## src/rtl/rapid_pipeline_sequencer_if.sv

```systemverilog
// ---------------------------------------------------------------------------
// rapid_pipeline_sequencer_if
// Bundles the stage-side signals of the rapid pipeline sequencer.
//
// Handshake: the i_stage_done vector is the "valid" side. Every stage raises
// its bit when its work for the current instruction slot is complete.
// o_pipeline_ready is the "ready" side. It is a one-cycle strobe. A transfer
// (pipeline advance) happens on exactly the cycle in which o_pipeline_ready
// is high, and o_bubble/o_flush qualify that transfer. Stages drop their done
// bit after seeing the strobe. The sequencer ignores i_stage_done outside
// the cycle in which it is waiting for the stages.
//
// Signals
//   i_stage_done       per-stage done flags, bit0=IF ... bit4=WB
//   i_stall_req        external hold, inhibits advance while high
//   i_pc_load          EX redirect (taken branch/jump)
//   i_de_rs1/_rs2      DE source registers, with *_used qualifiers
//   i_ex_rd/i_mem_rd   EX/MEM destination registers, with *_we qualifiers
//   o_pipeline_ready   advance strobe
//   o_bubble/o_flush   qualifiers of the advance strobe
//   o_timeout          sticky watchdog flag
//   o_state            debug view of the sequencer FSM
//   o_*_count          performance counters
// Modports
//   master  the sequencer
//   slave   the pipeline stages (or a testbench standing in for them)
// ---------------------------------------------------------------------------
interface rapid_pipeline_sequencer_if #(
  parameter int NUM_STAGES = 5,
  parameter int REG_ADDR_W = 5,
  parameter int COUNT_W    = 32
);
  logic [NUM_STAGES-1:0] i_stage_done;
  logic                  i_stall_req;
  logic                  i_pc_load;
  logic [REG_ADDR_W-1:0] i_de_rs1;
  logic [REG_ADDR_W-1:0] i_de_rs2;
  logic                  i_de_rs1_used;
  logic                  i_de_rs2_used;
  logic [REG_ADDR_W-1:0] i_ex_rd;
  logic [REG_ADDR_W-1:0] i_mem_rd;
  logic                  i_ex_rd_we;
  logic                  i_mem_rd_we;

  logic                  o_pipeline_ready;
  logic                  o_bubble;
  logic                  o_flush;
  logic                  o_timeout;
  logic [1:0]            o_state;
  logic [COUNT_W-1:0]    o_advance_count;
  logic [COUNT_W-1:0]    o_bubble_count;
  logic [COUNT_W-1:0]    o_flush_count;

  modport master (
    input  i_stage_done, i_stall_req, i_pc_load,
           i_de_rs1, i_de_rs2, i_de_rs1_used, i_de_rs2_used,
           i_ex_rd, i_mem_rd, i_ex_rd_we, i_mem_rd_we,
    output o_pipeline_ready, o_bubble, o_flush, o_timeout, o_state,
           o_advance_count, o_bubble_count, o_flush_count
  );

  modport slave (
    output i_stage_done, i_stall_req, i_pc_load,
           i_de_rs1, i_de_rs2, i_de_rs1_used, i_de_rs2_used,
           i_ex_rd, i_mem_rd, i_ex_rd_we, i_mem_rd_we,
    input  o_pipeline_ready, o_bubble, o_flush, o_timeout, o_state,
           o_advance_count, o_bubble_count, o_flush_count
  );
endinterface

```

## src/rtl/rapid_pipeline_sequencer.sv

```systemverilog
// ---------------------------------------------------------------------------
// rapid_pipeline_sequencer
// Central pipeline controller of the rapid core. It waits until every stage
// reports done and no external stall is requested. Then it issues a one-cycle
// advance strobe, qualified by a bubble (RAW hazard on a DE operand) or a
// flush (EX redirect). A watchdog moves the controller to a terminal HALT
// state when the stages stay stuck for too long.
//
// Ports
//   i_clk    core clock, rising edge
//   i_reset  synchronous, active-low reset
//   bus      rapid_pipeline_sequencer_if.master (stage handshake, hazard
//            operands, strobe/qualifiers, timeout, debug state, counters)
//
// Parameters
//   NUM_STAGES       number of stage done bits (all must be high to advance)
//   REG_ADDR_W       register index width
//   WATCHDOG_CYCLES  stalled WAIT cycles before HALT, 0 disables the watchdog
//   COUNT_W          performance counter width
//
// Build option
//   RAPID_PERF_COUNTERS_EN  when defined, advance/bubble/flush counters are
//                           implemented (wrapping). Otherwise the counter
//                           outputs are constant 0 and no flops are built.
// ---------------------------------------------------------------------------
module rapid_pipeline_sequencer #(
  parameter int NUM_STAGES      = 5,
  parameter int REG_ADDR_W      = 5,
  parameter int WATCHDOG_CYCLES = 255,
  parameter int COUNT_W         = 32
) (
  input  logic                       i_clk,
  input  logic                       i_reset,
  rapid_pipeline_sequencer_if.master bus
);

  typedef enum logic [1:0] {
    S_IDLE    = 2'd0,
    S_WAIT    = 2'd1,
    S_ADVANCE = 2'd2,
    S_HALT    = 2'd3
  } state_e;

  // Watchdog counter sized to hold WATCHDOG_CYCLES itself.
  localparam int WD_W = (WATCHDOG_CYCLES > 0) ? $clog2(WATCHDOG_CYCLES + 1) : 1;
  localparam logic [WD_W-1:0] WD_LIMIT = WD_W'(WATCHDOG_CYCLES);

  state_e            state_q, state_d;
  logic [WD_W-1:0]   wd_q, wd_d;
  logic              bubble_q, bubble_d;
  logic              flush_q, flush_d;

  logic [NUM_STAGES-1:0] done;
  logic [REG_ADDR_W-1:0] rs1, rs2, ex_rd, mem_rd;
  logic                  go;
  logic                  hz_rs1, hz_rs2, hazard;
  logic                  ready;

  assign done   = bus.i_stage_done;
  assign rs1    = bus.i_de_rs1;
  assign rs2    = bus.i_de_rs2;
  assign ex_rd  = bus.i_ex_rd;
  assign mem_rd = bus.i_mem_rd;

  assign go = (&done) & ~bus.i_stall_req;

  // x0 is hardwired to zero, so it can never carry a RAW dependency.
  assign hz_rs1 = bus.i_de_rs1_used && (rs1 != '0) &&
                  ((bus.i_ex_rd_we  && (rs1 == ex_rd)) ||
                   (bus.i_mem_rd_we && (rs1 == mem_rd)));
  assign hz_rs2 = bus.i_de_rs2_used && (rs2 != '0) &&
                  ((bus.i_ex_rd_we  && (rs2 == ex_rd)) ||
                   (bus.i_mem_rd_we && (rs2 == mem_rd)));
  assign hazard = hz_rs1 | hz_rs2;

  // Next-state logic
  always_comb begin
    state_d  = state_q;
    wd_d     = wd_q;
    bubble_d = bubble_q;
    flush_d  = flush_q;
    case (state_q)
      S_IDLE: begin
        state_d = S_WAIT;
        wd_d    = '0;
      end
      S_WAIT: begin
        if (go) begin
          // The redirect wins: the instruction that would stall is flushed anyway.
          state_d  = S_ADVANCE;
          flush_d  = bus.i_pc_load;
          bubble_d = hazard & ~bus.i_pc_load;
        end else if (WATCHDOG_CYCLES != 0) begin
          wd_d = wd_q + WD_W'(1);
          if (wd_d == WD_LIMIT) begin
            state_d = S_HALT;
          end
        end
      end
      S_ADVANCE: begin
        state_d = S_WAIT;
        wd_d    = '0;
      end
      default: begin
        state_d = S_HALT;
      end
    endcase
  end

  always_ff @(posedge i_clk) begin
    if (!i_reset) begin
      state_q  <= S_IDLE;
      wd_q     <= '0;
      bubble_q <= 1'b0;
      flush_q  <= 1'b0;
    end else begin
      state_q  <= state_d;
      wd_q     <= wd_d;
      bubble_q <= bubble_d;
      flush_q  <= flush_d;
    end
  end

  // Outputs depend only on flops. The qualifiers keep their last sampled
  // value, so they are gated to show only alongside the strobe.
  assign ready                = (state_q == S_ADVANCE);
  assign bus.o_pipeline_ready = ready;
  assign bus.o_bubble         = ready & bubble_q;
  assign bus.o_flush          = ready & flush_q;
  assign bus.o_timeout        = (state_q == S_HALT);
  assign bus.o_state          = state_q;

`ifdef RAPID_PERF_COUNTERS_EN
  logic [COUNT_W-1:0] adv_cnt_q, adv_cnt_d;
  logic [COUNT_W-1:0] bub_cnt_q, bub_cnt_d;
  logic [COUNT_W-1:0] fl_cnt_q,  fl_cnt_d;

  always_comb begin
    adv_cnt_d = adv_cnt_q;
    bub_cnt_d = bub_cnt_q;
    fl_cnt_d  = fl_cnt_q;
    if (ready)        adv_cnt_d = adv_cnt_q + COUNT_W'(1);
    if (bus.o_bubble) bub_cnt_d = bub_cnt_q + COUNT_W'(1);
    if (bus.o_flush)  fl_cnt_d  = fl_cnt_q  + COUNT_W'(1);
  end

  always_ff @(posedge i_clk) begin
    if (!i_reset) begin
      adv_cnt_q <= '0;
      bub_cnt_q <= '0;
      fl_cnt_q  <= '0;
    end else begin
      adv_cnt_q <= adv_cnt_d;
      bub_cnt_q <= bub_cnt_d;
      fl_cnt_q  <= fl_cnt_d;
    end
  end

  assign bus.o_advance_count = adv_cnt_q;
  assign bus.o_bubble_count  = bub_cnt_q;
  assign bus.o_flush_count   = fl_cnt_q;
`else
  assign bus.o_advance_count = {COUNT_W{1'b0}};
  assign bus.o_bubble_count  = {COUNT_W{1'b0}};
  assign bus.o_flush_count   = {COUNT_W{1'b0}};
`endif

endmodule
```

## src/flat_wrapper.sv

```systemverilog
// flat-port wrapper written by rule: the top's interface ports become plain ports
module rapid_pipeline_sequencer_flat 
#(
  parameter int NUM_STAGES      = 5,
  parameter int REG_ADDR_W      = 5,
  parameter int WATCHDOG_CYCLES = 255,
  parameter int COUNT_W         = 32
)
  (i_clk, i_reset, bus_i_stage_done, bus_i_stall_req, bus_i_pc_load, bus_i_de_rs1, bus_i_de_rs2, bus_i_de_rs1_used, bus_i_de_rs2_used, bus_i_ex_rd, bus_i_mem_rd, bus_i_ex_rd_we, bus_i_mem_rd_we, bus_o_pipeline_ready, bus_o_bubble, bus_o_flush, bus_o_timeout, bus_o_state, bus_o_advance_count, bus_o_bubble_count, bus_o_flush_count);
  rapid_pipeline_sequencer_if #(.NUM_STAGES(NUM_STAGES), .REG_ADDR_W(REG_ADDR_W), .COUNT_W(COUNT_W)) bus_i ();
  input  logic i_clk;
  input  logic i_reset;
  input wire logic [$bits(bus_i.i_stage_done)-1:0] bus_i_stage_done;
  input wire logic [$bits(bus_i.i_stall_req)-1:0] bus_i_stall_req;
  input wire logic [$bits(bus_i.i_pc_load)-1:0] bus_i_pc_load;
  input wire logic [$bits(bus_i.i_de_rs1)-1:0] bus_i_de_rs1;
  input wire logic [$bits(bus_i.i_de_rs2)-1:0] bus_i_de_rs2;
  input wire logic [$bits(bus_i.i_de_rs1_used)-1:0] bus_i_de_rs1_used;
  input wire logic [$bits(bus_i.i_de_rs2_used)-1:0] bus_i_de_rs2_used;
  input wire logic [$bits(bus_i.i_ex_rd)-1:0] bus_i_ex_rd;
  input wire logic [$bits(bus_i.i_mem_rd)-1:0] bus_i_mem_rd;
  input wire logic [$bits(bus_i.i_ex_rd_we)-1:0] bus_i_ex_rd_we;
  input wire logic [$bits(bus_i.i_mem_rd_we)-1:0] bus_i_mem_rd_we;
  output wire logic [$bits(bus_i.o_pipeline_ready)-1:0] bus_o_pipeline_ready;
  output wire logic [$bits(bus_i.o_bubble)-1:0] bus_o_bubble;
  output wire logic [$bits(bus_i.o_flush)-1:0] bus_o_flush;
  output wire logic [$bits(bus_i.o_timeout)-1:0] bus_o_timeout;
  output wire logic [$bits(bus_i.o_state)-1:0] bus_o_state;
  output wire logic [$bits(bus_i.o_advance_count)-1:0] bus_o_advance_count;
  output wire logic [$bits(bus_i.o_bubble_count)-1:0] bus_o_bubble_count;
  output wire logic [$bits(bus_i.o_flush_count)-1:0] bus_o_flush_count;
  assign bus_i.i_stage_done = bus_i_stage_done;
  assign bus_i.i_stall_req = bus_i_stall_req;
  assign bus_i.i_pc_load = bus_i_pc_load;
  assign bus_i.i_de_rs1 = bus_i_de_rs1;
  assign bus_i.i_de_rs2 = bus_i_de_rs2;
  assign bus_i.i_de_rs1_used = bus_i_de_rs1_used;
  assign bus_i.i_de_rs2_used = bus_i_de_rs2_used;
  assign bus_i.i_ex_rd = bus_i_ex_rd;
  assign bus_i.i_mem_rd = bus_i_mem_rd;
  assign bus_i.i_ex_rd_we = bus_i_ex_rd_we;
  assign bus_i.i_mem_rd_we = bus_i_mem_rd_we;
  assign bus_o_pipeline_ready = bus_i.o_pipeline_ready;
  assign bus_o_bubble = bus_i.o_bubble;
  assign bus_o_flush = bus_i.o_flush;
  assign bus_o_timeout = bus_i.o_timeout;
  assign bus_o_state = bus_i.o_state;
  assign bus_o_advance_count = bus_i.o_advance_count;
  assign bus_o_bubble_count = bus_i.o_bubble_count;
  assign bus_o_flush_count = bus_i.o_flush_count;
  rapid_pipeline_sequencer #(.NUM_STAGES(NUM_STAGES), .REG_ADDR_W(REG_ADDR_W), .WATCHDOG_CYCLES(WATCHDOG_CYCLES), .COUNT_W(COUNT_W)) u_core (.i_clk(i_clk), .i_reset(i_reset), .bus(bus_i));
endmodule
```

## config.mk

```make
export PLATFORM = sky130hd
export DESIGN_NAME = rapid_pipeline_sequencer_flat
export DESIGN_NICKNAME = d
export VERILOG_FILES = /design/src/rtl/rapid_pipeline_sequencer_if.sv /design/src/rtl/rapid_pipeline_sequencer.sv /design/src/flat_wrapper.sv
export SDC_FILE = /design/constraint.sdc
export NUM_CORES = 1
export LEC_CHECK = 0
export ABC_AREA = 0
export BUFFER_PORTS_ARGS = -buffer_cell sky130_fd_sc_hd__buf_2
export CORE_MARGIN = 2
export CORE_UTILIZATION = 30
export CTS_CLUSTER_SIZE = 30
export DETAILED_ROUTE_END_ITERATION = 12
export GPL_TIMING_DRIVEN = 1
export PLACE_DENSITY = 0.66
export SLEW_MARGIN = 10
export SYNTH_ARGS = -nofsm -noshare
export SYNTH_HDL_FRONTEND = slang
export SYNTH_SLANG_ARGS = --single-unit
```

## constraint.sdc

```tcl
create_clock -name i_clk -period 3.1 [get_ports i_clk]
set_clock_uncertainty 0.2 [all_clocks]
set_input_delay 0.155 -clock i_clk [delete_from_list [all_inputs] [get_ports i_clk]]
set_output_delay 0.155 -clock i_clk [all_outputs]
set_load 0.005 [all_outputs]
```

==> results by group <==
Outcome
  • Outcome: finished, final reports clean

Placement
  • # port buffers: 38
  • Placed inst area: around 0.0015 mm²
  • GPL Wtd Cong: between 0.8 and 0.9
  • Post-detail-place hpwl: between 2 and 2.5 mm

Setup path
  • Worst Path Required: 3.08 ns
  • CP cell instances: ha_1 -> nand4_1 -> or3_1 -> a21oi_1
  • CP startpoint kind: flip-flop
  • Reg2Reg Setup Slack: between 1.5 and 2 ns
  • Crit path DAT: 1.57 ns
  • Element type at the critical path end: flip-flop
  • Slowest stage delay, CP: around 0.43 ns
  • CP max stage cell: dfxtp_1
  • Setup CP Type: flip-flop to flip-flop
  • Crit-path max FO: 6

Die
  • Core ar.: between 0.005 and 0.006 mm²
  • Die width: approximately 77 µm
  • DIE HEIGHT: between 70 and 80 µm
  • I/O Pins: ~140
  • Initial Utilization: 0.310
  • Row count: 26
  • Area of the die: about 0.0059 mm²

Clock network
  • CTS clk-pin slew, worst paths: ~0.060 ns
  • H-tree depth: 1
  • Sink Count: 12
  • Post-CTS Setup Bufs: 0
  • CTS root buf: clkbuf_8
  • PostCTS Resize Cnt: 0
  • Clock Tree Buf Depth: 2
  • CTS tree: done
  • Worst skew pair latency: approximately 0.25 ns
  • CTS Buf Count: 3
  • Hold_buf cts: 0

Power
  • Sequential share of power: 0.373
  • Internal power: 302 µW
  • Pwr Total: 429 µW
  • Combinational share of power: 0.219
  • Clock Power Share: 0.407
  • Peak supply drop: 0.000169 V
  • PD cells: 277 mW/mm²
  • Switching power share of the total: 0.296
  • Switching Power: between 100 and 150 µW
  • P_leak: between 0.7 and 0.8 nW

Detailed routing
  • DR top layer: met4
  • DRC: 0
  • Routed length on met3: about 290 µm
  • Final ANT Viol Nets: 0
  • Routed length per instance: 9.15 µm
  • Vias per cell: 3.58
  • Met1 WL: ~940 µm
  • Vias: 1109
  • Met2 routed wirelength: between 1.5 and 2 mm
  • Drt first pass iters: 4
  • WL final: 2.84 mm
  • Initial DRC count: 15

Yosys
  • Commonest register cell after synthesis: dfxtp_1
  • Async set-reset flop share out of synthesis: 0
  • Netlist Area Pre-Place: 0.00158 mm²
  • Area leader, netlist: buf_4
  • Post-synthesis register bit count: 12
  • Synth unique cells: 29
  • Synth top area cells: buf_4 46%, dfxtp_1 15%, xor2_1 12%, xnor2_1 3.9%, nand3_1 2.5%
  • Post-synth EDFFs: 0
  • Mapped Cells: 200
  • Seq/Total Area, Yosys: 0.152
  • Syn Area/Cell: just under 8 µm²
  • Yosys warns: 0
  • Top-area cell type share of the netlist area: 0.456

Cells and area
  • Cell area after layout: roughly 0.0015 mm²
  • Area of the multi-input gates: a little under 0.001 mm²
  • Share of cells above drive strength 1: 0.188
  • Layout area overhead: -2.22%
  • NumNets Final: 276
  • Final core occ: 0.303
  • Fill cell count: roughly 600
  • N_diodes: 0
  • Register area: approximately 240 µm²

Global routing
  • Largest net degree at the start of global routing: 11
  • First-pass GRT wire length: ~4.2 mm
  • Gr usage total: 0.0918
  • Vias in the first global route: around 930
  • Initial antenna violation count: 0
  • Grt ovf: 0

Min path
  • Hold Crit Class: input pin to flip-flop

Timing
  • Final cycle utilization of the critical path: 0.515
  • Fmax: 627 MHz
  • Setup TNS: 0 ns
  • Unrepaired setup endpoints after global routing: false
  • Hold WS: about 0.0012 ns
  • Slew Limit Fails: 0
  • Final Hold Viols: 0
  • Setup violators final: 0
  • Post-route minimum period: about 1.6 ns

Job
  • Max cap viols: 0
[per-layer routing]
metal  up-vias  global-route usage
li1        539                   -
met1       497              0.0823
met2        69               0.174
met3         4              0.0415
met4         0              0.0418
met5         -                   0
[cell type report]
| class | instances | area share |
|---|---|---|
| Timing Repair Buffer | 38 | 0.123 |
| Clock buffer | 4 | 0.0356 |
| Inverter | 2 | 0.00485 |
| Tap cell | 70 | 0.0566 |
| Multi-Input combinational cell | 184 | 0.625 |
| Sequential cell | 12 | 0.155 |
[worst paths after layout]
kind,from,endpoint,depth (start not counted)
setup / recovery,u_core.wd_q[0],u_core.wd_q[6],4
hold / removal,i_reset,u_core.bus.o_state[0],2
setup reg to reg,u_core.wd_q[0],u_core.wd_q[6],4
hold reg to reg,u_core.flush_q,u_core.flush_q,2
[through the flow]
step | worst slack (ns) | instances
3_5_place_dp | 1.45 | 306
2_1_floorplan | 1.64 | 295
5_1_grt | 1.37 | 310
6_report | 1.50 | 310
3_3_place_gp | 1.47 | 306
4_1_cts | 1.51 | 310
[cells by family (layout without fill, tap and decap cells)]
logic type                 Yosys count  count (layout)  synth area share
xor gates and xnor gates            28              28             0.155
DFF                                 12              12             0.152
buffers and inverters               99              44             0.463
and+or+nand+nor                     45              45             0.158
adders and majority gates            2               2            0.0158
other                                1              96           0.00237
AOI/OAI and AO/OA                   13              13            0.0538
[flip-flops by register name, summed over array words and instances (netlist names)]
signal / count
u_core.wd_q: 8
u_core.bus.o_state: 2
u_core.bubble_q: 1
u_core.flush_q: 1
[power groups by stage]
stage	clock network, mW	registers, mW	logic (mW)
floorplan	0	0.163	0.142
detailed placement	0	0.163	0.0916
CTS	0.179	0.160	0.0922
finish	0.175	0.160	0.0941
global placement	0	0.163	0.0909
global route	0.190	0.161	0.107
[cell usage in the layout (no fill, tap or decap), types with 2 or more instances in the layout]
| cell | n |
|---|---|
| and4_1 | 2 |
| o2111ai_1 | 2 |
| buf_2 | 38 |
| a21oi_1 | 4 |
| nand4_1 | 3 |
| xnor2_1 | 7 |
| xor2_1 | 21 |
| nor4_1 | 4 |
| and2_1 | 5 |
| or4_1 | 2 |
| nand2_1 | 6 |
| dfxtp_1 | 12 |
| o21ai_0 | 2 |
| nor2_1 | 10 |
| inv_1 | 2 |
| ha_1 | 2 |
| conb_1 | 96 |
| nand3_1 | 8 |
| clkbuf_8 | 4 |
[synthesized netlist by cell type (2+ instances only)]
| library cell | count |
|---|---|
| or4_1 | 2 |
| xnor2_1 | 7 |
| a21oi_1 | 4 |
| buf_4 | 96 |
| nor4_1 | 4 |
| o21ai_0 | 2 |
| dfxtp_1 | 12 |
| o2111ai_1 | 2 |
| nand2_1 | 6 |
| and2_1 | 5 |
| nand4_1 | 3 |
| nand3_1 | 8 |
| ha_1 | 2 |
| nor2_1 | 10 |
| and4_1 | 2 |
| inv_1 | 2 |
| xor2_1 | 21 |
[critical path, delay by kind of cell (launching register included)]
kind                       cells  cell delay, ns
adders and majority gates      1            0.27
DFF                            1            0.43
AOI/OAI and AO/OA              1            0.13
and+or+nand+nor                2            0.50
(Power assumes the default switching activity.)
